<file path="src/rtl/prv32_div_seq.sv">
// prv32_div_seq: sequential radix-2 restoring divider for RV32M DIV/DIVU/REM/REMU.
// Define PRV32_DIV_EARLY_OUT_EN to finish divide-by-zero, signed overflow and unsigned a<b in one cycle.
module prv32_div_seq (
  input  logic        clk,
  input  logic        rst,
  input  logic        start,
  input  logic        kill,
  input  logic [31:0] a,
  input  logic [31:0] b,
  input  logic [2:0]  Function3,
  output logic        busy,
  output logic        done,
  output logic [31:0] r
);
  typedef enum logic [1:0] {IDLE, CALC, DONE} state_t;
  state_t state, state_n;
  logic [5:0] cnt;
  logic [31:0] dvd, dvs, rem, rem_n, dvd_n, abs_a, abs_b, q_fix, rm_fix, eo_r;
  logic [32:0] rem_sh;
  logic neg_q, neg_r, op_rem, b_zero, sgn, accept, ge, eo;
  always_comb begin
    sgn = ~Function3[0];
    abs_a = (sgn & a[31]) ? -a : a;
    abs_b = (sgn & b[31]) ? -b : b;
    accept = (state == IDLE) & start & Function3[2] & ~kill;
    rem_sh = {rem, dvd[31]};
    ge = rem_sh >= {1'b0, dvs};
    // a successful subtract always leaves less than dvs, so the low 32 bits suffice
    rem_n = ge ? rem_sh[31:0] - dvs : rem_sh[31:0];
    dvd_n = {dvd[30:0], ge};
    q_fix = b_zero ? '1 : neg_q ? -dvd : dvd;
    rm_fix = neg_r ? -rem : rem;
`ifdef PRV32_DIV_EARLY_OUT_EN
    eo = accept & ((b == 32'd0) | (sgn & (a == 32'h8000_0000) & (&b)) | (~sgn & (a < b)));
    eo_r = (b == 32'd0) ? (Function3[1] ? a : '1) : sgn ? (Function3[1] ? '0 : a) : (Function3[1] ? a : '0);
`else
    eo = 1'b0;
    eo_r = '0;
`endif
    state_n = kill ? IDLE : accept ? (eo ? DONE : CALC) : (state == CALC) ? ((cnt == 6'd32) ? DONE : CALC) : IDLE;
    busy = state != IDLE;
    done = (state == DONE) & ~kill;
  end
  always_ff @(posedge clk or posedge rst) begin
    if (rst) begin
      state <= IDLE;
      cnt <= '0;
      dvd <= '0;
      dvs <= '0;
      rem <= '0;
      neg_q <= 1'b0;
      neg_r <= 1'b0;
      op_rem <= 1'b0;
      b_zero <= 1'b0;
      r <= '0;
    end else begin
      state <= state_n;
      if (accept) begin
        cnt <= '0;
        dvd <= abs_a;
        dvs <= abs_b;
        rem <= '0;
        neg_q <= sgn & (a[31] ^ b[31]);
        neg_r <= sgn & a[31];
        op_rem <= Function3[1];
        b_zero <= b == 32'd0;
        if (eo) r <= eo_r;
      end else if (state == CALC) begin
        if (cnt != 6'd32) begin
          cnt <= cnt + 6'd1;
          dvd <= dvd_n;
          rem <= rem_n;
        end else if (~kill) r <= op_rem ? rm_fix : q_fix;
      end
    end
  end
endmodule
</file>
<file path="config.mk">
export PLATFORM = sky130hd
export DESIGN_NAME = prv32_div_seq
export DESIGN_NICKNAME = d
export VERILOG_FILES = /design/src/rtl/prv32_div_seq.sv
export SDC_FILE = /design/constraint.sdc
export NUM_CORES = 1
export LEC_CHECK = 0
export CORE_MARGIN = 4
export CORE_UTILIZATION = 41
export DETAILED_ROUTE_END_ITERATION = 10
export SLEW_MARGIN = 20
export SYNTH_ARGS = -nofsm -noshare
export SYNTH_HDL_FRONTEND = slang
export SYNTH_SLANG_ARGS = --single-unit
</file>
<file path="constraint.sdc">
create_clock -name clk -period 13.54 [get_ports clk]
set_input_delay 2.708 -clock clk [delete_from_list [all_inputs] [get_ports clk]]
set_output_delay 2.708 -clock clk [all_outputs]
set_load 0.05 [all_outputs]
</file>
Word level (Yosys, flattened, before mapping)
Index checks and enable logic that the tools add are counted.
- register bits after elaboration: 140
- input port bits: 71
- output and inout port bits: 34
- word-level logic and storage cells: 60
- add/subtract/negate cells: 6
- $lt $le $gt $ge: 1
- eq/ne operators: 4
- multiplexer cells: 20
- bitwise gates (word level): 12
- reduce and logical (&&, ||, !) cells: 7
- operators by type and width (operator ; count):
    32-bit two-way mux ; 13
    32-bit negation ; 4
    33-bit by 32-bit greater-or-equal comparator with 1-bit output ; 1
    32-bit logical NOT ; 1
    32-bit subtractor ; 1
    6-bit two-way mux ; 3
    2-bit two-way mux ; 4
    1-bit AND ; 7
    6-bit by 1-bit adder with 6-bit output (second input constant) ; 1
    6-bit equality test (second input constant) ; 1
    6-bit != test (second input constant) ; 1
    2-bit nonzero test ; 3
    1-bit NOT ; 4
    4-bit AND reduction ; 1
    2-bit by 1-bit equality test with 1-bit output (second input constant) ; 1
    2-bit equality test (second input constant) ; 1
    2-bit logical NOT ; 1
    2-bit AND reduction ; 1
    1-bit bitwise XOR ; 1

Logic depth before layout (Yosys ltp)
- depth in word-level cells: 6
- mapped depth: 14
- mapped depth without buffers: 13

Least setup slack after synthesis
Ideal clock, no wire load.
- kind: input to output
- from: input kill
- to: output done
- arrival time: 3.866 ns
- data required time: 10.832 ns
- slack: 6.966 ns
- stages on the path: 1
- buffers on the path: 0
- cell sequence: nor3b_1
- word-level cells in the longest chain between the ends: 2
- RTL lines (element ; RTL line ; source):
    start: declaration ; 7 ; input logic kill,
    1-bit NOT (no line) ; - ;
    1-bit AND ; 42 ; done = (state == DONE) & ~kill;
    end: declaration ; 12 ; output logic done,
Every way passes these cells.

Worst setup path after layout
Ends and elaborated chain as after synthesis.

==> impl_metrics.env <==
export IMPL_drt_total_wl_um=28150
export IMPL_syn_instance_count=1181
export IMPL_dominant_combinational_cell_family_by_area_after_synthesis="compound AO/OA/AOI/OAI gates"
export IMPL_min_path_cells=1
export IMPL_fraction_of_the_mapped_netlist_area_in_compound_gates=0.2541
export IMPL_clock_sink_count=140
export IMPL_placement_rows=57
export IMPL_floorplan_initialDensity=0.4155
export IMPL_vias=9024
export IMPL_hold_class="reg -> reg"
export IMPL_cap_violations=0
export IMPL_crit_path_start_kind="primary input"
export IMPL_drtIter0Drc=608
export IMPL_tritoncts="yes"
export IMPL_ys_dominant_reg_cell="sky130_fd_sc_hd__dfrtp_1"
export IMPL_max_freq_mhz=145.1
export IMPL_irDropWorstVdd_v=0.00007608
export IMPL_synthesis_nets=1291
export IMPL_die_width_um=164.8
export IMPL_netlist_area_um2=10080
export IMPL_area_delta_synth_final_pct=19.83
export IMPL_path_clk_slew_ps=60
export IMPL_crit_arrival_ps=4180
export IMPL_synthesis_yosys_warnings=0
export IMPL_portBuffers=104
export IMPL_grt_ovfl_total=0
export IMPL_antenna_found_initial=0
export IMPL_final_antenna_diode_count=0
export IMPL_cellLeakagePower_nw=5.276
export IMPL_pwr_density_cell_nw_per_um2=200.1
export IMPL_final_core_utilization=0.4979
export IMPL_synth_seq_area_share=0.3477
export IMPL_cell_total_after_placement=1548
export IMPL_number_of_pins_with_negative_max_slew_slack_in_the_final_report=0
export IMPL_worst_pin_slew_ps=989.1
export IMPL_yosys_area_share_simple=0.1552
export IMPL_grt_pass1_vias=8785
export IMPL_postCtsSetupBuffers=0
export IMPL_rsz_0062_raised_after_global_routing="false"
export IMPL_wire_per_inst_um=17.83
export IMPL_setup_tns_final_ps=0
export IMPL_netlist_cell_type_count=61
export IMPL_clk_insertion_delay_late_ps=430
export IMPL_grt_start_max_net_pins=93
export IMPL_timing_hold_violations_final=0
export IMPL_drc=0
export IMPL_num_fill_cells=2331
export IMPL_dp_final_hpwl_um=20600
export IMPL_final_min_clock_period_ps=6893
export IMPL_worst_r2r_path_depth=10
export IMPL_required_time_worst_endpoint_ps=10830
export IMPL_synthArstFlopShare=1.000
export IMPL_routed_via_density=5.715
export IMPL_top_level_ports=105
export IMPL_clock_path_buffers=2
export IMPL_synth_largest_area_cell="sky130_fd_sc_hd__dfrtp_1"
export IMPL_ant_nets=0
export IMPL_result_of_the_run="complete, no violations"
export IMPL_syn_area_per_cell_um2=8.532
export IMPL_netlist_top_cells_area="sky130_fd_sc_hd__dfrtp_1 (35%), sky130_fd_sc_hd__xor2_1 (8.1%), sky130_fd_sc_hd__o21ai_0 (6.2%), sky130_fd_sc_hd__xnor2_1 (5.0%), sky130_fd_sc_hd__ha_1 (4.7%)"
export IMPL_synth_cells_most_frequent="sky130_fd_sc_hd__dfrtp_1 (140), sky130_fd_sc_hd__o21ai_0 (125), sky130_fd_sc_hd__nand2_1 (121)"
export IMPL_crit_fanout=3
export IMPL_fp_dieArea_um2=27150
export IMPL_core_area_um2=24250
export IMPL_synth_edf_count=0
export IMPL_post_cts_resize_count=0
export IMPL_yosys_cell_count_top_type="sky130_fd_sc_hd__dfrtp_1"
export IMPL_cts_root_buf="sky130_fd_sc_hd__clkbuf_16"
export IMPL_dieHeight_um=164.8
export IMPL_grt_total_usage=0.2139
export IMPL_yosys_area_share_xor_xnor=0.1313
export IMPL_hold_buffers=0
export IMPL_worstSetupEndpointType="primary output"
export IMPL_tritoncts_num_buffers=17
export IMPL_proportion_of_layout_cells_with_a_drive_suffix_above_1=0.05020
export IMPL_slew_headroom=0.3398
export IMPL_final_setup_viol_count=0
export IMPL_post_synth_top_area_fraction=0.3477
export IMPL_grt_first_pass_wirelength_um=46520
export IMPL_number_of_levels_in_the_clock_h_tree=4
export IMPL_stdcell_count=1579
export IMPL_mux_share_of_post_synthesis_cell_area=0.01589
export IMPL_drt_pass1_iterations=8
export IMPL_yosys_area_share_adder=0.04917
export IMPL_ys_ff_latch=140
export IMPL_hold_slack_ps=472.4
export IMPL_place_gp_congestion=0.8746
export IMPL_skew_ps=9.577
export IMPL_final_period_utilization=0.5091
export IMPL_fin_nets=1353
export IMPL_timing_setup_critical_path_class="in -> out"
[where the power goes]
group	switching, W	leakage, nW	internal [W]
Clock	0.000194	0.344	0.000383
Combinational	0.000691	3.10	0.000470
Sequential	0.000158	1.84	0.000519
Total	0.00104	5.28	0.00137
[final cells by class]
| type | count | area (um2) | area share |
|---|---|---|---|
| timing repair buffer | 113 | 1109 | 0.09181 |
| inverter | 55 | 211.5 | 0.01751 |
| clock inverter | 14 | 291.5 | 0.02415 |
| multi-input combinational | 916 | 6128 | 0.5076 |
| clock buffer | 17 | 425.4 | 0.03523 |
| sequential | 140 | 3503 | 0.2902 |
| tap | 324 | 405.4 | 0.03358 |
[cell usage in the layout (no fill, tap or decap), types with 5 or more instances in the layout]
cell	count
sky130_fd_sc_hd__or3_1	16
sky130_fd_sc_hd__nand3_1	26
sky130_fd_sc_hd__nand4_1	8
sky130_fd_sc_hd__nand2b_1	9
sky130_fd_sc_hd__nor3_1	23
sky130_fd_sc_hd__a221oi_1	26
sky130_fd_sc_hd__and3_1	12
sky130_fd_sc_hd__o22ai_1	5
sky130_fd_sc_hd__o31ai_1	33
sky130_fd_sc_hd__inv_1	54
sky130_fd_sc_hd__dfrtp_1	140
sky130_fd_sc_hd__a31oi_1	15
sky130_fd_sc_hd__ha_1	38
sky130_fd_sc_hd__nand2_1	121
sky130_fd_sc_hd__nor2_1	53
sky130_fd_sc_hd__a32oi_1	7
sky130_fd_sc_hd__o311ai_0	11
sky130_fd_sc_hd__nor2b_1	8
sky130_fd_sc_hd__a21oi_1	55
sky130_fd_sc_hd__a21o_1	34
sky130_fd_sc_hd__nor4_1	10
sky130_fd_sc_hd__mux2i_1	16
sky130_fd_sc_hd__xnor2_1	58
sky130_fd_sc_hd__bufinv_16	8
sky130_fd_sc_hd__o21ai_0	125
sky130_fd_sc_hd__clkdlybuf4s50_1	104
sky130_fd_sc_hd__a22oi_1	29
sky130_fd_sc_hd__o41ai_1	14
sky130_fd_sc_hd__buf_4	9
sky130_fd_sc_hd__xor2_1	93
sky130_fd_sc_hd__clkbuf_16	17
sky130_fd_sc_hd__or4_1	10
[final timing paths]
path,from,slack (ps),endpoint
worst max-delay path,kill,6650,done
worst min-delay path,r[9]$_DFFE_PP0P_,470,r[9]$_DFFE_PP0P_
worst max register to register,rem[3]$_DFFE_PP0P_,9790,rem[17]$_DFFE_PP0P_
worst min register to register,r[9]$_DFFE_PP0P_,470,r[9]$_DFFE_PP0P_
max in group asynchronous,rst,9440,dvd[4]$_DFFE_PP0P_
min in group asynchronous,rst,2770,dvs[3]$_DFFE_PP0P_
[cells by family after synthesis]
logic type      Yosys count
simple gates            322
buf+inv                 125
fa+ha+maj                39
flops                   140
compound gates          388
mux                      16
xor+xnor                151
[state kept, by name, indices dropped and copies added, names as in the netlist]
| register | cells |
|---|---|
| op_rem | 1 |
| b_zero | 1 |
| state | 2 |
| rem | 32 |
| dvd | 32 |
| cnt | 6 |
| dvs | 32 |
| r | 32 |
| neg_r | 1 |
| neg_q | 1 |
[through the flow]
| stage | total power [W] | worst slack [ps] | instance area (um2) |
|---|---|---|---|
| global route | 0.002600 | 6626 | 12070 |
| detailed placement | 0.001828 | 6639 | 11360 |
| CTS | 0.002417 | 6644 | 12070 |
| finish | 0.002415 | 6647 | 12070 |
| global placement | 0.001819 | 6644 | 11360 |
| floorplan | 0.001511 | 6966 | 10080 |
[per-layer routing]
metal / GRT usage / routed length, um
met5: 0 / 0
met4: 0.07297 / 691
met3: 0.03095 / 1070
met2: 0.3463 / 13380
met1: 0.2940 / 13010
[critical path: stages]
cell and delay, ps:
sky130_fd_sc_hd__clkdlybuf4s50_1 440, sky130_fd_sc_hd__nor3b_1 200, sky130_fd_sc_hd__clkdlybuf4s50_1 830
Note: power is estimated with default switching activity, not from simulation.
